$ cat src/rtl/keypad_scanner.sv
// keypad_scanner: scans, synchronises and debounces a 4-col x 5-row key matrix.
// Ports: clk, rst_n, col_n[3:0] out, row_n[4:0] in, b_0..b_f/b_load/b_storeinc/b_dec/b_step
//   one-cycle pulses, any_held level. Optional auto-repeat: define KEYPAD_REPEAT_EN.
module keypad_scanner #(
    parameter int SCAN_DIV       = 16,
    parameter int DEBOUNCE_SCANS = 4,
    parameter int REPEAT_DELAY   = 32,
    parameter int REPEAT_RATE    = 8
) (
    input  logic       clk,
    input  logic       rst_n,
    output logic [3:0] col_n,
    input  logic [4:0] row_n,
    output logic       b_0,
    output logic       b_1,
    output logic       b_2,
    output logic       b_3,
    output logic       b_4,
    output logic       b_5,
    output logic       b_6,
    output logic       b_7,
    output logic       b_8,
    output logic       b_9,
    output logic       b_a,
    output logic       b_b,
    output logic       b_c,
    output logic       b_d,
    output logic       b_e,
    output logic       b_f,
    output logic       b_load,
    output logic       b_storeinc,
    output logic       b_dec,
    output logic       b_step,
    output logic       any_held
);
    localparam int DW = (SCAN_DIV > 1) ? $clog2(SCAN_DIV) : 1;
    localparam int CW = $clog2(DEBOUNCE_SCANS + 1);
    localparam logic [DW-1:0] DIV_LAST = DW'(SCAN_DIV - 1);
    localparam logic [CW-1:0] CNT_MAX  = CW'(DEBOUNCE_SCANS);

    logic [4:0]    sync1_q, sync2_q;
    logic [DW-1:0] div_q, div_d;
    logic [1:0]    col_q, col_d;
    logic [19:0]   acc_q, acc_d;
    logic [19:0]   prev_q, prev_d;
    logic [CW-1:0] cnt_q, cnt_d;
    logic [19:0]   stable_q, stable_d;
    logic [19:0]   pulse_q, pulse_d;
    logic [4:0]    hit;
    logic          scan_end, full, multi;

`ifdef KEYPAD_REPEAT_EN
    localparam int RW = $clog2(REPEAT_DELAY + REPEAT_RATE + 1);
    localparam logic [RW-1:0] REP_FIRST = RW'(REPEAT_DELAY);
    localparam logic [RW-1:0] REP_NEXT  = RW'(REPEAT_DELAY + REPEAT_RATE);
    localparam logic [19:0]   KEY_STOREINC = 20'h20000;
    localparam logic [19:0]   KEY_DEC      = 20'h40000;
    logic [RW-1:0] rep_q, rep_d;
`else
    logic unused_rep;
    assign unused_rep = ^{REPEAT_DELAY, REPEAT_RATE};
`endif

    assign hit      = ~sync2_q;
    assign scan_end = (div_q == DIV_LAST);
    assign full     = scan_end && (col_q == 2'd3);
    assign col_n    = ~(4'b0001 << col_q);
    assign any_held = |stable_q;

    assign {b_step, b_dec, b_storeinc, b_load,
            b_f, b_e, b_d, b_c, b_b, b_a, b_9, b_8,
            b_7, b_6, b_5, b_4, b_3, b_2, b_1, b_0} = pulse_q;

    always_comb begin
        div_d    = scan_end ? '0 : div_q + DW'(1);
        col_d    = scan_end ? col_q + 2'd1 : col_q;
        acc_d    = acc_q;
        prev_d   = prev_q;
        cnt_d    = cnt_q;
        stable_d = stable_q;
        pulse_d  = '0;
`ifdef KEYPAD_REPEAT_EN
        rep_d    = rep_q;
`endif
        if (scan_end) begin
            for (int r = 0; r < 5; r++) begin
                for (int c = 0; c < 4; c++) begin
                    if (2'(c) == col_q) acc_d[r*4+c] = hit[r];
                end
            end
        end
        // acc_d now holds the complete snapshot on the last cycle of column 3
        multi = |(acc_d & (acc_d - 20'd1));
        if (full) begin
            if (multi) begin
                cnt_d = '0;
            end else begin
                if (acc_d == prev_q)
                    cnt_d = (cnt_q == CNT_MAX) ? cnt_q : cnt_q + CW'(1);
                else
                    cnt_d = CW'(1);
                prev_d = acc_d;
                if (cnt_d >= CNT_MAX) stable_d = acc_d;
            end
            pulse_d = stable_d & ~stable_q;
`ifdef KEYPAD_REPEAT_EN
            if (stable_d != stable_q ||
                !(stable_q == KEY_STOREINC || stable_q == KEY_DEC)) begin
                rep_d = '0;
            end else begin
                rep_d = rep_q + RW'(1);
                if (rep_d == REP_FIRST) begin
                    pulse_d = stable_q;
                end else if (rep_d == REP_NEXT) begin
                    pulse_d = stable_q;
                    rep_d   = REP_FIRST;
                end
            end
`endif
        end
    end

    always_ff @(posedge clk or negedge rst_n) begin
        if (!rst_n) begin
            sync1_q  <= 5'h1f;
            sync2_q  <= 5'h1f;
            div_q    <= '0;
            col_q    <= '0;
            acc_q    <= '0;
            prev_q   <= '0;
            cnt_q    <= '0;
            stable_q <= '0;
            pulse_q  <= '0;
`ifdef KEYPAD_REPEAT_EN
            rep_q    <= '0;
`endif
        end else begin
            sync1_q  <= row_n;
            sync2_q  <= sync1_q;
            div_q    <= div_d;
            col_q    <= col_d;
            acc_q    <= acc_d;
            prev_q   <= prev_d;
            cnt_q    <= cnt_d;
            stable_q <= stable_d;
            pulse_q  <= pulse_d;
`ifdef KEYPAD_REPEAT_EN
            rep_q    <= rep_d;
`endif
        end
    end
endmodule

$ cat config.mk
export PLATFORM = sky130hd
export DESIGN_NAME = keypad_scanner
export DESIGN_NICKNAME = d
export VERILOG_FILES = /design/src/rtl/keypad_scanner.sv
export SDC_FILE = /design/constraint.sdc
export NUM_CORES = 1
export LEC_CHECK = 0
export BUFFER_PORTS_ARGS = -buffer_cell sky130_fd_sc_hd__buf_2
export CORE_UTILIZATION = 45
export CTS_CLUSTER_SIZE = 16
export DETAILED_ROUTE_END_ITERATION = 8
export PLACE_DENSITY = 0.74
export SLEW_MARGIN = 30
export SYNTH_ARGS = -nofsm -noshare
export SYNTH_HDL_FRONTEND = slang
export SYNTH_SLANG_ARGS = --single-unit
$ cat constraint.sdc
create_clock -name clk -period 5 [get_ports clk]
set_input_delay 0.5 -clock clk [delete_from_list [all_inputs] [get_ports clk]]
set_output_delay 0.5 -clock clk [all_outputs]
set_load 0.03 [all_outputs]
---- Word level (Yosys, flattened, before mapping) ----
Cells that the tools add are included.
operators by class
  $add $sub $neg .......................... 4
  $mul .................................... 0
  divide/modulo/power cells ............... 0
  magnitude comparators ................... 1
  equal/unequal tests ..................... 7
  shifts and indexed selects .............. 1
  mux-type cells .......................... 31
  bitwise operators ....................... 6
  reduce and logical (&&, ||, !) cells .... 5
operator list
  kind                                                number
  2-to-1 mux 20 bit                                   5
  AND 20 bit                                          2
  OR reduction 20 bit                                 2
  equality test 20 bit                                1
  2-to-1 mux 1 bit                                    20
  inverter 20 bit                                     1
  subtractor 20 x 1 -> 20 bit, second input constant  1
  2-to-1 mux 3 bit                                    5
  inverter 5 bit                                      1
  adder 4 x 1 -> 4 bit, second input constant         1
  equality test 2 bit, first input constant           2
  equality test 4 bit, second input constant          1
  2-to-1 mux 4 bit                                    1
  inverter 4 bit                                      1
  left shift 1 x 2 -> 4 bit, first input constant     1
  adder 3 x 1 -> 3 bit, second input constant         1
  equality test 3 bit, second input constant          1
  >= comparator 3 bit, second input constant          1
  adder 2 x 1 -> 2 bit, second input constant         1
  equality test 1 x 2 -> 1 bit, first input constant  1
  equality test 2 bit, second input constant          1
  zero test 2 bit                                     1
  AND reduction 2 bit                                 1
  logical AND 1 bit                                   1
  inverter 1 bit                                      1
storage, ports and cells
  register bits after elaboration ......... 99
  latch bits .............................. 0
  memory bits (writable) .................. 0
  bits in read-only memories .............. 0
  input port bits ......................... 7
  output and inout port bits .............. 25
  logic and storage cells ................. 64
  memories kept ........................... 0

---- Logic depth before layout (Yosys ltp) ----
  depth in word-level cells ............... 14
  depth in mapped cells ................... 16
  depth with buffers taken out ............ 12

---- Worst setup path after synthesis ----
Ideal clock, no wire load.
  kind .................................... register -> register
  start point ............................. register div_q[0]
  end point ............................... register stable_q[10]
  setup time .............................. 0.125 ns
  arrival time ............................ 3.443 ns
  setup slack ............................. 1.432 ns
  stages on the path, launching flop included .. 13
  period minus slack after synthesis ...... 3.568 ns
  path through ............................ dfrtp_1 ha_1 buf_4 nand4_2 mux2i_1 nor4_2 a41oi_1 a211oi_2 o2111ai_1 or4b_1 buf_2 buf_6 mux2_4
between the ends
  word-level cells in the longest chain between the ends .. 10
  elaborated cells between the ends (all ways) .. 14
RTL lines
  item                                                                 line  text
  start: declaration                                                   42    logic [DW-1:0] div_q, div_d;
  start signal: assignment                                             140   div_q <= div_d;
  equality test 4 bit (*)                                              65    assign scan_end = (div_q == DIV_LAST);
  2-to-1 mux 20 bit (*)                                                85    if (scan_end) begin
  via acc_d[2]                                                         44    logic [19:0] acc_q, acc_d;
  branches (longest 6 deep; another with subtractor 20 x 1 -> 20 bit)  --
  2-to-1 mux 20 bit (*)                                                95    if (multi) begin
  2-to-1 mux 20 bit (*)                                                94    if (full) begin
  end signal: assignment                                               145   stable_q <= stable_d;
  end: declaration                                                     47    logic [19:0] stable_q, stable_d;
Mark *: on every way through the listed nets, which the timed path passes. The select of a mux whose other input is x is not followed.
A chain may end at the register's enable or synchronous reset.

---- Worst setup path in the final report ----
  start point ............................. register div_q[0]
  end point ............................... register stable_q[9]
Same word-level chain as after synthesis.

==> flow_summary_export.csv <==
group,metric,value,unit
outcome,run_status,"completed",
setup_path,start_kind,"register",
place,hpwl,6.56,mm
setup_path,path_class,"register to register",
synthesis,synth_area_leader_cell,"dfrtp_1",
setup_path,endpoint_kind,"register",
synthesis,synth_fp_nets,391,
detailed_routing,drtPass1Iterations,4,
synthesis,synthArstFlopShare,1.00,
floorplan,std_cell_rows,36,
floorplan,die_w,102,microns
setup_path,cp_max_fo,41,
global_routing,grt_pass1_vias,3020,
detailed_routing,vias,2999,
sta,fin_crit_sh,0.926,
layout,fillCellCount,833,
power_and_ir_drop,peakVddDrop,198,uV
sta,rsz0062_at_grt,"no",
clock_tree,post_cts_buffers,0,
detailed_routing,detail-route-antenna-nets,0,
synthesis,synth_top_area_frac,0.498,
clock_tree,cts_buffers,9,
synthesis,synth-seq-cells,99,
synthesis,yosysMostFrequentCell,"dfrtp_1",
sta,hold_viol,0,
place,gp_congestion,1.01,
sta,drv_slew,0,
floorplan,initial_core_util,0.462,
global_routing,track_usage,0.204,
setup_path,worstPathRequired,5.26,ns
floorplan,core_area,9680,sq um
clock_tree,cts_sinks,99,
detailed_routing,via_per_inst,5.44,
clock_tree,cts_tree,"yes",
clock_tree,htree_levels,3,
synthesis,avgSynthCellArea,11.9,sq um
layout,fin_nets,427,
clock_tree,ctsLongestPathBuffers,2,
synthesis,synth_edf_count,0,
synthesis,yosysSeqAreaShare,0.556,
power_and_ir_drop,leakage,2.52,nW
synthesis,netlist_area,4470,sq um
sta,finalClockSkew,0.00740,ns
synthesis,synthCells,377,
power_and_ir_drop,pwr_density_cell,292,nW/um^2
clock_tree,clk_pin_slew_worst_paths,0.09,ns
run,maxCapViolations,0,
worst_hold_path,hold_class,"input port to asynchronous set/reset pin",
setup_path,reg2reg_slack,0.37,ns
clock_tree,cts_resized,0,
sta,min_period,4.63,ns
synthesis,synthFlopType,"dfrtp_1",
synthesis,synthTopCellsByCount,"dfrtp_1 (89), inv_1 (35), nand2_1 (30), mux2_4 (18), o21ai_0 (18)",
clock_tree,ctsHoldBuffers,0,
sta,hold_ws,0.0758,ns
detailed_routing,drc,0,
sta,fin_tns_setup,0,ns
global_routing,grt_max_degree,63,
global_routing,grt_pass1_wl,15.6,mm
floorplan,fp.dieH,102,microns
clock_tree,clock_latency,0.37,ns
sta,setup_viol,0,
clock_tree,cts_root_buf,"clkbuf_8",
synthesis,ys_types,57,
synthesis,ys_top_cells_by_area,"dfrtp_1 (50%), mux2_4 (6.0%), dfstp_2 (5.9%), mux2_2 (3.3%), inv_1 (2.9%)",
sta,tightestPinTransition,0.744,ns
layout,drive_gt1_frac,0.289,
layout,diodes,0,
floorplan,ios,32,
floorplan,die-area,10300,sq um
detailed_routing,drt_iter0_drc,214,
sta,timing.fmax,216,MHz
sta,relSlewSlack,0.490,
global_routing,gr-total-overflow,0,
detailed_routing,wl_per_cell,16.9,microns
place,io_buffers,31,
global_routing,antenna_found_initial,0,
setup_path,worstPathArrival,4.89,ns
synthesis,yosys_warnings,0,
detailed_routing,wl,9.33,mm
layout,syn_to_final_growth,11.6,%
[where the power goes]
| part | switching (W) | total, W | leakage (nW) | internal (W) |
|---|---|---|---|---|
| Sequential | 0.00000822 | 0.000822 | 1.30 | 0.000814 |
| Clock | 0.000265 | 0.000572 | 0.119 | 0.000307 |
| Combinational | 0.0000448 | 0.0000633 | 1.10 | 0.0000184 |
[worst max-delay path, cell delays in order, from the launching register on]
cell and delay (ns):
dfrtp_1 0.40, ha_1 0.43, nand4_2 0.47, mux2i_1 0.70, xnor2_1 0.19, nand4_1 0.10
or4_1 0.50, nor4_1 0.39, or4b_2 0.63, buf_4 0.33, mux2_4 0.36
[stage by stage]
step           cell area, sq um  power [W]  utilization  setup WS, ns  cells
2_1_floorplan              4470   0.000866            -          1.43    377
3_3_place_gp               4760   0.000900        0.492         0.724    535
3_5_place_dp               4770   0.000902        0.492         0.460    535
4_1_cts                    4990    0.00147        0.516         0.438    551
5_1_grt                    4990    0.00151        0.516        0.0844    551
6_report                   4990    0.00146        0.516         0.371    551
[area by class of cell]
cell class                      count  area (sq um)  area share
Clock buffer                       11           151      0.0303
Multi-Input combinational cell    225          1750       0.350
Inverter                           39           146      0.0293
Sequential cell                    99          2490       0.499
Clock inverter                      5          75.1      0.0150
Timing Repair Buffer               39           218      0.0436
Tap cell                          133           166      0.0333
[final timing paths]
| kind | start | endpoint | cells past startpoint |
|---|---|---|---|
| worst min-delay path | rst_n | pulse_q[13]$_DFF_PN0_ | 1 |
| max in group asynchronous | rst_n | cnt_q[1]$_DFFE_PN0P_ | 2 |
| worst max register to register | div_q[0]$_DFF_PN0_ | stable_q[9]$_DFFE_PN0P_ | 10 |
| min in group clk | row_n[2] | sync1_q[2]$_DFF_PN1_ | 1 |
| worst max-delay path | div_q[0]$_DFF_PN0_ | stable_q[9]$_DFFE_PN0P_ | 10 |
| worst min register to register | sync1_q[4]$_DFF_PN1_ | sync2_q[4]$_DFF_PN1_ | 0 |
[layer usage]
metal / GRT usage / part of all wire / up-vias
li1: - / - / 1384
met1: 0.274 / 0.45 / 1524
met2: 0.314 / 0.48 / 73
met3: 0.0338 / 0.046 / 18
met4: 0.114 / 0.022 / 0
met5: 0 / 0 / -
[registers in the layout (all words and copies together) (netlist names)]
| name | flops |
|---|---|
| acc_q | 20 |
| sync2_q | 5 |
| stable_q | 20 |
| col_q | 2 |
| prev_q | 20 |
| cnt_q | 3 |
| pulse_q | 20 |
| sync1_q | 5 |
| div_q | 4 |
[cell usage in the layout, fill, tap and decap left out, drive strengths merged, types with 2 or more instances in the layout]
| cell | Yosys | layout |
|---|---|---|
| clkbuf | 5 | 11 |
| inv | 39 | 39 |
| ha | 7 | 7 |
| o221ai | 2 | 2 |
| a211oi | 4 | 4 |
| nand2 | 30 | 30 |
| nor4 | 7 | 7 |
| mux2i | 13 | 13 |
| nor2 | 13 | 13 |
| dfrtp | 89 | 89 |
| clkinv | 0 | 3 |
| a21oi | 16 | 16 |
| o22ai | 4 | 4 |
| dfstp | 10 | 10 |
| nor3 | 21 | 21 |
| nor3b | 7 | 7 |
| mux2 | 31 | 31 |
| xnor2 | 8 | 8 |
| a31oi | 4 | 4 |
| bufinv | 0 | 2 |
| buf | 9 | 39 |
| nand4 | 7 | 7 |
| o21ai | 18 | 18 |
| nand3 | 6 | 6 |
| o2111ai | 3 | 3 |
| xor2 | 3 | 3 |
[cells by family after synthesis]
logic type,after synthesis,synth area share
and+or+nand+nor,99,0.130
DFF,99,0.556
AOI/OAI and AO/OA,63,0.0901
buffers and inverters,53,0.0542
muxes,44,0.126
xor gates and xnor gates,11,0.0215
adders and majority gates,8,0.0218
(Power assumes the default switching activity.)
